--- src/rtl/run_monitor_pkg.sv ---
// Shared types and defaults for the run monitor and the core it observes.
package run_monitor_pkg;

  localparam int unsigned XLEN_DEFAULT  = 32;
  localparam int unsigned NREGS_DEFAULT = 32;
  localparam int unsigned REG_X0        = 0;

  typedef enum logic [1:0] {
    StIdle,
    StRun,
    StCheck,
    StDone
  } run_state_e;

endpackage

--- src/rtl/run_monitor_halt_detector.sv ---
// Counts consecutive cycles of an unchanged PC; halted_o fires when the count reaches HALT_CYCLES.
module halt_detector #(
  parameter int unsigned XLEN        = 32,
  parameter int unsigned HALT_CYCLES = 4
) (
  input  logic            clk_i,
  input  logic            rst_ni,
  input  logic            clear_i,
  input  logic            en_i,
  input  logic [XLEN-1:0] pc_i,
  output logic            halted_o
);

  localparam int unsigned CW = $clog2(HALT_CYCLES + 1);

  logic [XLEN-1:0] prev_pc_q;
  logic            prev_vld_q;
  logic [CW-1:0]   stable_q, stable_d;
  logic            same;

  always_comb begin
    // The first enabled cycle after a clear has no valid previous PC to compare with.
    same     = prev_vld_q && (pc_i == prev_pc_q);
    stable_d = '0;
    if (same) begin
      stable_d = (stable_q == CW'(HALT_CYCLES)) ? stable_q : stable_q + 1'b1;
    end
    halted_o = en_i && (stable_d == CW'(HALT_CYCLES));
  end

  always_ff @(posedge clk_i or negedge rst_ni) begin
    if (!rst_ni) begin
      prev_pc_q  <= '0;
      prev_vld_q <= 1'b0;
      stable_q   <= '0;
    end else if (clear_i) begin
      prev_vld_q <= 1'b0;
      stable_q   <= '0;
    end else if (en_i) begin
      prev_pc_q  <= pc_i;
      prev_vld_q <= 1'b1;
      stable_q   <= stable_d;
    end
  end

endmodule

--- src/rtl/run_monitor.sv ---
// Run monitor: shadows writebacks, detects halt/timeout, then checks registers against a table.
// Define RUN_MONITOR_MISMATCH_CAPTURE_EN to expose the first mismatching actual/expected values.
module run_monitor
  import run_monitor_pkg::*;
#(
  parameter int unsigned XLEN        = XLEN_DEFAULT,
  parameter int unsigned NREGS       = NREGS_DEFAULT,
  parameter int unsigned CNT_W       = 32,
  parameter int unsigned MAX_CYCLES  = 1000,
  parameter int unsigned HALT_CYCLES = 4,
  localparam int unsigned AW         = $clog2(NREGS)
) (
  input  logic             clk_i,
  input  logic             rst_ni,
  input  logic             start_i,
  input  logic [XLEN-1:0]  pc_i,
  input  logic             wb_en_i,
  input  logic [AW-1:0]    wb_addr_i,
  input  logic [XLEN-1:0]  wb_data_i,
  input  logic             exp_we_i,
  input  logic [AW-1:0]    exp_addr_i,
  input  logic [XLEN-1:0]  exp_data_i,
  input  logic             exp_clr_i,
  output logic             busy_o,
  output logic             done_o,
  output logic             pass_o,
  output logic             timeout_o,
  output logic [AW-1:0]    fail_idx_o,
`ifdef RUN_MONITOR_MISMATCH_CAPTURE_EN
  output logic [XLEN-1:0]  err_actual_o,
  output logic [XLEN-1:0]  err_expected_o,
`endif
  output logic [CNT_W-1:0] cycle_cnt_o
);

  run_state_e       state_q;
  logic [XLEN-1:0]  shadow_q [NREGS];
  logic [XLEN-1:0]  exp_q    [NREGS];
  logic [NREGS-1:0] flag_q;
  logic [AW-1:0]    idx_q;
  logic [AW-1:0]    fail_idx_q;
  logic             pass_q;
  logic             timeout_q;
  logic [CNT_W-1:0] cycle_cnt_q;
  logic [CNT_W-1:0] cycle_cnt_inc;
  logic             idle_or_done;
  logic             halted;
  logic             mismatch;
`ifdef RUN_MONITOR_MISMATCH_CAPTURE_EN
  logic [XLEN-1:0]  err_actual_q;
  logic [XLEN-1:0]  err_expected_q;
`endif

  assign idle_or_done  = (state_q == StIdle) || (state_q == StDone);
  assign cycle_cnt_inc = (&cycle_cnt_q) ? cycle_cnt_q : cycle_cnt_q + 1'b1;
  assign mismatch      = flag_q[idx_q] && (shadow_q[idx_q] != exp_q[idx_q]);

  halt_detector #(
    .XLEN       (XLEN),
    .HALT_CYCLES(HALT_CYCLES)
  ) u_halt_detector (
    .clk_i   (clk_i),
    .rst_ni  (rst_ni),
    .clear_i (start_i && idle_or_done),
    .en_i    (state_q == StRun),
    .pc_i    (pc_i),
    .halted_o(halted)
  );

  always_ff @(posedge clk_i or negedge rst_ni) begin
    if (!rst_ni) begin
      state_q        <= StIdle;
      shadow_q       <= '{default: '0};
      exp_q          <= '{default: '0};
      flag_q         <= '0;
      idx_q          <= '0;
      fail_idx_q     <= '0;
      pass_q         <= 1'b0;
      timeout_q      <= 1'b0;
      cycle_cnt_q    <= '0;
`ifdef RUN_MONITOR_MISMATCH_CAPTURE_EN
      err_actual_q   <= '0;
      err_expected_q <= '0;
`endif
    end else begin
      case (state_q)
        StIdle, StDone: begin
          if (exp_clr_i) begin
            flag_q <= '0;
          end else if (exp_we_i) begin
            exp_q[exp_addr_i]  <= exp_data_i;
            flag_q[exp_addr_i] <= 1'b1;
          end
          if (start_i) begin
            state_q        <= StRun;
            shadow_q       <= '{default: '0};
            cycle_cnt_q    <= '0;
            fail_idx_q     <= '0;
            pass_q         <= 1'b0;
            timeout_q      <= 1'b0;
`ifdef RUN_MONITOR_MISMATCH_CAPTURE_EN
            err_actual_q   <= '0;
            err_expected_q <= '0;
`endif
          end
        end
        StRun: begin
          cycle_cnt_q <= cycle_cnt_inc;
          if (wb_en_i && (wb_addr_i != AW'(REG_X0))) begin
            shadow_q[wb_addr_i] <= wb_data_i;
          end
          // Halt takes priority over a timeout landing on the same cycle.
          if (halted) begin
            state_q <= StCheck;
            idx_q   <= '0;
          end else if (cycle_cnt_inc >= CNT_W'(MAX_CYCLES)) begin
            state_q   <= StDone;
            timeout_q <= 1'b1;
          end
        end
        StCheck: begin
          if (mismatch) begin
            state_q        <= StDone;
            fail_idx_q     <= idx_q;
`ifdef RUN_MONITOR_MISMATCH_CAPTURE_EN
            err_actual_q   <= shadow_q[idx_q];
            err_expected_q <= exp_q[idx_q];
`endif
          end else if (idx_q == AW'(NREGS - 1)) begin
            state_q <= StDone;
            pass_q  <= 1'b1;
          end else begin
            idx_q <= idx_q + 1'b1;
          end
        end
        default: state_q <= StIdle;
      endcase
    end
  end

  assign busy_o         = (state_q == StRun) || (state_q == StCheck);
  assign done_o         = (state_q == StDone);
  assign pass_o         = pass_q;
  assign timeout_o      = timeout_q;
  assign fail_idx_o     = fail_idx_q;
  assign cycle_cnt_o    = cycle_cnt_q;
`ifdef RUN_MONITOR_MISMATCH_CAPTURE_EN
  assign err_actual_o   = err_actual_q;
  assign err_expected_o = err_expected_q;
`endif

endmodule
--- config.mk ---
export PLATFORM = sky130hd
export DESIGN_NAME = run_monitor
export DESIGN_NICKNAME = d
export VERILOG_FILES = /design/src/rtl/run_monitor_pkg.sv /design/src/rtl/run_monitor_halt_detector.sv /design/src/rtl/run_monitor.sv
export SDC_FILE = /design/constraint.sdc
export NUM_CORES = 2
export LEC_CHECK = 0
export ABC_AREA = 1
export CAP_MARGIN = 10
export CORE_ASPECT_RATIO = 1.4
export CORE_UTILIZATION = 28
export CTS_CLUSTER_DIAMETER = 40
export CTS_CLUSTER_SIZE = 14
export DETAILED_ROUTE_END_ITERATION = 10
export PLACE_DENSITY_LB_ADDON = 0.05
export SLEW_MARGIN = 0
export SYNTH_ARGS = -nofsm -noshare
export SYNTH_HDL_FRONTEND = slang
export SYNTH_SLANG_ARGS = --single-unit
--- constraint.sdc ---
create_clock -name clk_i -period 3.4 [get_ports clk_i]
set_input_delay 0.51 -clock clk_i [delete_from_list [all_inputs] [get_ports clk_i]]
set_output_delay 0.51 -clock clk_i [all_outputs]
set_load 0.05 [all_outputs]
==> run summary <==
Setup crit start kind -> flop
input/output buffers -> 152
Hold WS -> 0.2129 ns
initial antenna violation count -> 6
final setup fails -> 13
Min-Delay Endpoint -> u_halt_detector.prev_pc_q[3]
Top Ports -> 153
core area -> 372,000 sq um
min-delay src -> pc_i[3]
# Max-Cap Violations -> 0
Critical R2R Capture -> fail_idx_o[1]
power density cells -> 839.1 nW/um^2
Max-slew headroom -> 24.04%
Layout area overhead -> 28.62%
leakage power -> 62.46 nW
CP endpoint kind -> flop
Yosys cell types -> 39
setup ws final -> -0.2532 ns
hold path depth -> 3
first-pass GRT wire length -> 702,400 um
share of layout cells above drive strength 1 -> 13.54%
Remaining DRCs -> 48
vias in the first global route -> 96,640
Synth Area in Simple Gates -> 22.09%
final hold vios -> 0
Via-to-Cell Ratio -> 5.016
max incr delay on CP -> 0.57 ns
Synth top area share -> 51.72%
CP dominant cell by count -> nand2_1
clock slew at reported path FFs -> 0.06 ns
Num CTS Buffers -> 393
Yosys reg bits -> 2,162
RSZ-0062 raised after global routing -> true
CP Class -> reg2reg
reg-to-reg setup timing slack -> -0.25 ns
Filler cells -> 38,740
Clock Path Buffers -> 4
main combinational cell family by area after synthesis -> simple AND/OR/NAND/NOR gates
Final Skew -> 0.05056 ns
CP max FO -> 8
antenna-violating nets left -> 0
area leader, netlist -> dfrtp_1
die area -> 376,100 sq um
H-tree depth -> 5
syn_nets -> 13,410
FFs w/ async S/R, synth -> 100.0%
wire per inst -> 25.61 um
syn avg cell area -> 7.873 sq um
Pre-Repair DR Iteration Count -> 9
Clock Latency Late Sink -> 0.93 ns
clock sink total -> 2,162
largest net degree at the start of global routing -> 132
worst r2r path cells -> 26
die height -> 725.2 um
post-DP HPWL -> 296,000 um
fraction of synthesized area in multiplexers -> 0%
fin. max-slew vios -> 0
grt ovf -> 0
Post-Synthesis Cells -> 13,290
Critical Path AT -> 4.48 ns
Pwr Total -> 0.1129 W
number of synthesized flops with an enable pin -> 0
DIE WIDTH -> 518.6 um
slowest CP cell -> dfrtp_4
hold crit path type -> in2reg
most frequent cell after synthesis -> nand2_1
Synth warnings -> 0
Synth Area in Compound Gates -> 14.68%
synthesized cell area -> 104,600 sq um
RePlAce Congestion -> 0.8431
Seq/Total Area, Yosys -> 51.72%
CTS tree -> done
via count -> 94,800
Final Critical Period -> 3.653 ns
Peak VDD IR -> 511.4 uV
Post-synth top flop -> dfrtp_1
Worst Tran Pin Value -> 1.138 ns
row count -> 265
# nets final -> 13,750
Final period util -> 107.4%
leading post-synthesis cells by cell area -> dfrtp_1, nand2_1, nand3_1
failing checks -> DRC, setup timing
Post-synth top cells -> nand2_1, dfrtp_1, inv_1
Total Routing Usage GR -> 25.35%
adder-cell area share of the yosys netlist -> 0.09568%
Initial Util -> 28.12%
Root Buffer -> clkbuf_16
Max Freq -> 273.7 MHz
status -> finished with violations
xor and xnor area share after synthesis -> 0.3265%
critical path required time -> 4.23 ns
Routed WL -> 484,100 um
RR Startpoint -> idx_q[0]
drt initial violations -> 7,302
final cells by class:
class / instances / area [sq um] / share of cell area (%)
Tap cell: 4939 / 6180 / 4.593
Clock buffer: 489 / 10890 / 8.093
Inverter: 1713 / 6482 / 4.818
Multi-Input combinational cell: 8300 / 40450 / 30.06
Clock inverter: 230 / 3271 / 2.431
Antenna cell: 7 / 17.52 / 0.01302
Sequential cell: 2162 / 54120 / 40.22
Timing Repair Buffer: 1060 / 13140 / 9.768
through the flow:
stage                     cells  util (%)  TNS [ns]  setup WS, ns  instance area (sq um)
after CTS                 18890     36.06    -2.705       -0.2507                 134100
after floorplan           13290         -         0        0.6337                 104600
final                     18900     36.17    -2.767       -0.2532                 134600
after detailed placement  18100     31.68    -31.71        -1.968                 117900
after global routing      18890     36.16    -4.248       -0.3573                 134500
after global placement    18100     31.68    -29.38        -1.982                 117900
layout by cell type, fill, tap and decap left out, drive strengths merged:
cell type / synthesis / routed
nand2: 3632 / 3632
dfrtp: 2162 / 2162
inv: 1709 / 1744
nand3: 1429 / 1429
o21ai: 1276 / 1276
o22ai: 1014 / 1014
buf: 384 / 889
clkbuf: 730 / 495
nor2: 348 / 349
o211ai: 241 / 241
clkdlybuf4s50: 0 / 151
a21oi: 131 / 131
clkinv: 4 / 95
bufinv: 0 / 67
or2: 64 / 64
nor3: 51 / 51
clkinvlp: 0 / 37
xor2: 35 / 35
nand4: 31 / 31
and2: 13 / 13
bufbuf: 0 / 13
ha: 8 / 8
diode: 0 / 7
a211oi: 6 / 6
o311ai: 4 / 4
nor4: 4 / 4
xnor2: 4 / 4
and3: 3 / 3
nand3b: 1 / 1
a221oi: 1 / 1
o2111ai: 1 / 1
nor3b: 1 / 1
a31oi: 1 / 1
dlygate4sd3: 0 / 1
cell families (layout without fill, tap and decap cells):
logic type	after synthesis	count (layout)
xor+xnor	39	39
compound gates	2675	2675
simple gates	5577	5578
flops	2162	2162
buf+inv	2827	3492
fa+ha+maj	8	8
other cells	0	7
layer usage:
metal	up-vias	share of wire [%]	track usage, %
met2	2569	49	43.98
met5	-	0.0017	0
met4	2	3.8	8.792
met3	734	4.2	2.939
li1	44000	-	-
met1	47500	43	32.41
where the power goes:
group,leakage (nW),internal (W),total [W],switching [W]
Clock,6.86,0.0279,0.0427,0.0148
Sequential,29.7,0.0296,0.0315,0.00195
Combinational,25.8,0.0137,0.0387,0.0250
how the worst max path moves through the flow:
stage | endpoint | slack [ns] | startpoint
floorplan | state_q[1] | 0.63 | cycle_cnt_o[0]
global placement | idx_q[2] | -1.98 | idx_q[0]
detailed placement | idx_q[2] | -1.97 | idx_q[0]
CTS | idx_q[2] | -0.25 | idx_q[0]
global route | fail_idx_o[2] | -0.36 | idx_q[0]
finish | fail_idx_o[1] | -0.25 | idx_q[0]
sequential cells by signal, indices dropped and copies added (netlist names), 2 cells and up:
register / count
cycle_cnt_o: 32
exp_q: 1024
fail_idx_o: 5
flag_q: 32
idx_q: 5
shadow_q: 1024
state_q: 2
u_halt_detector.prev_pc_q: 32
u_halt_detector.stable_q: 3
worst max-delay path: cells and delay by family (launching register included):
kind	cells	cell delay, ns
and+or+nand+nor	20	1.94
buffers and inverters	6	0.99
DFF	1	0.57
repair_timing:
item	CTS	global route
gates resized for setup	237	56
hold buffers	1	0
pin swaps	67	20
cloned	24	6
hold endpoints to repair	624	0
endpoints found under the setup margin	95	13
setup buffers	53	2
Power figures use the tool's default switching activity.
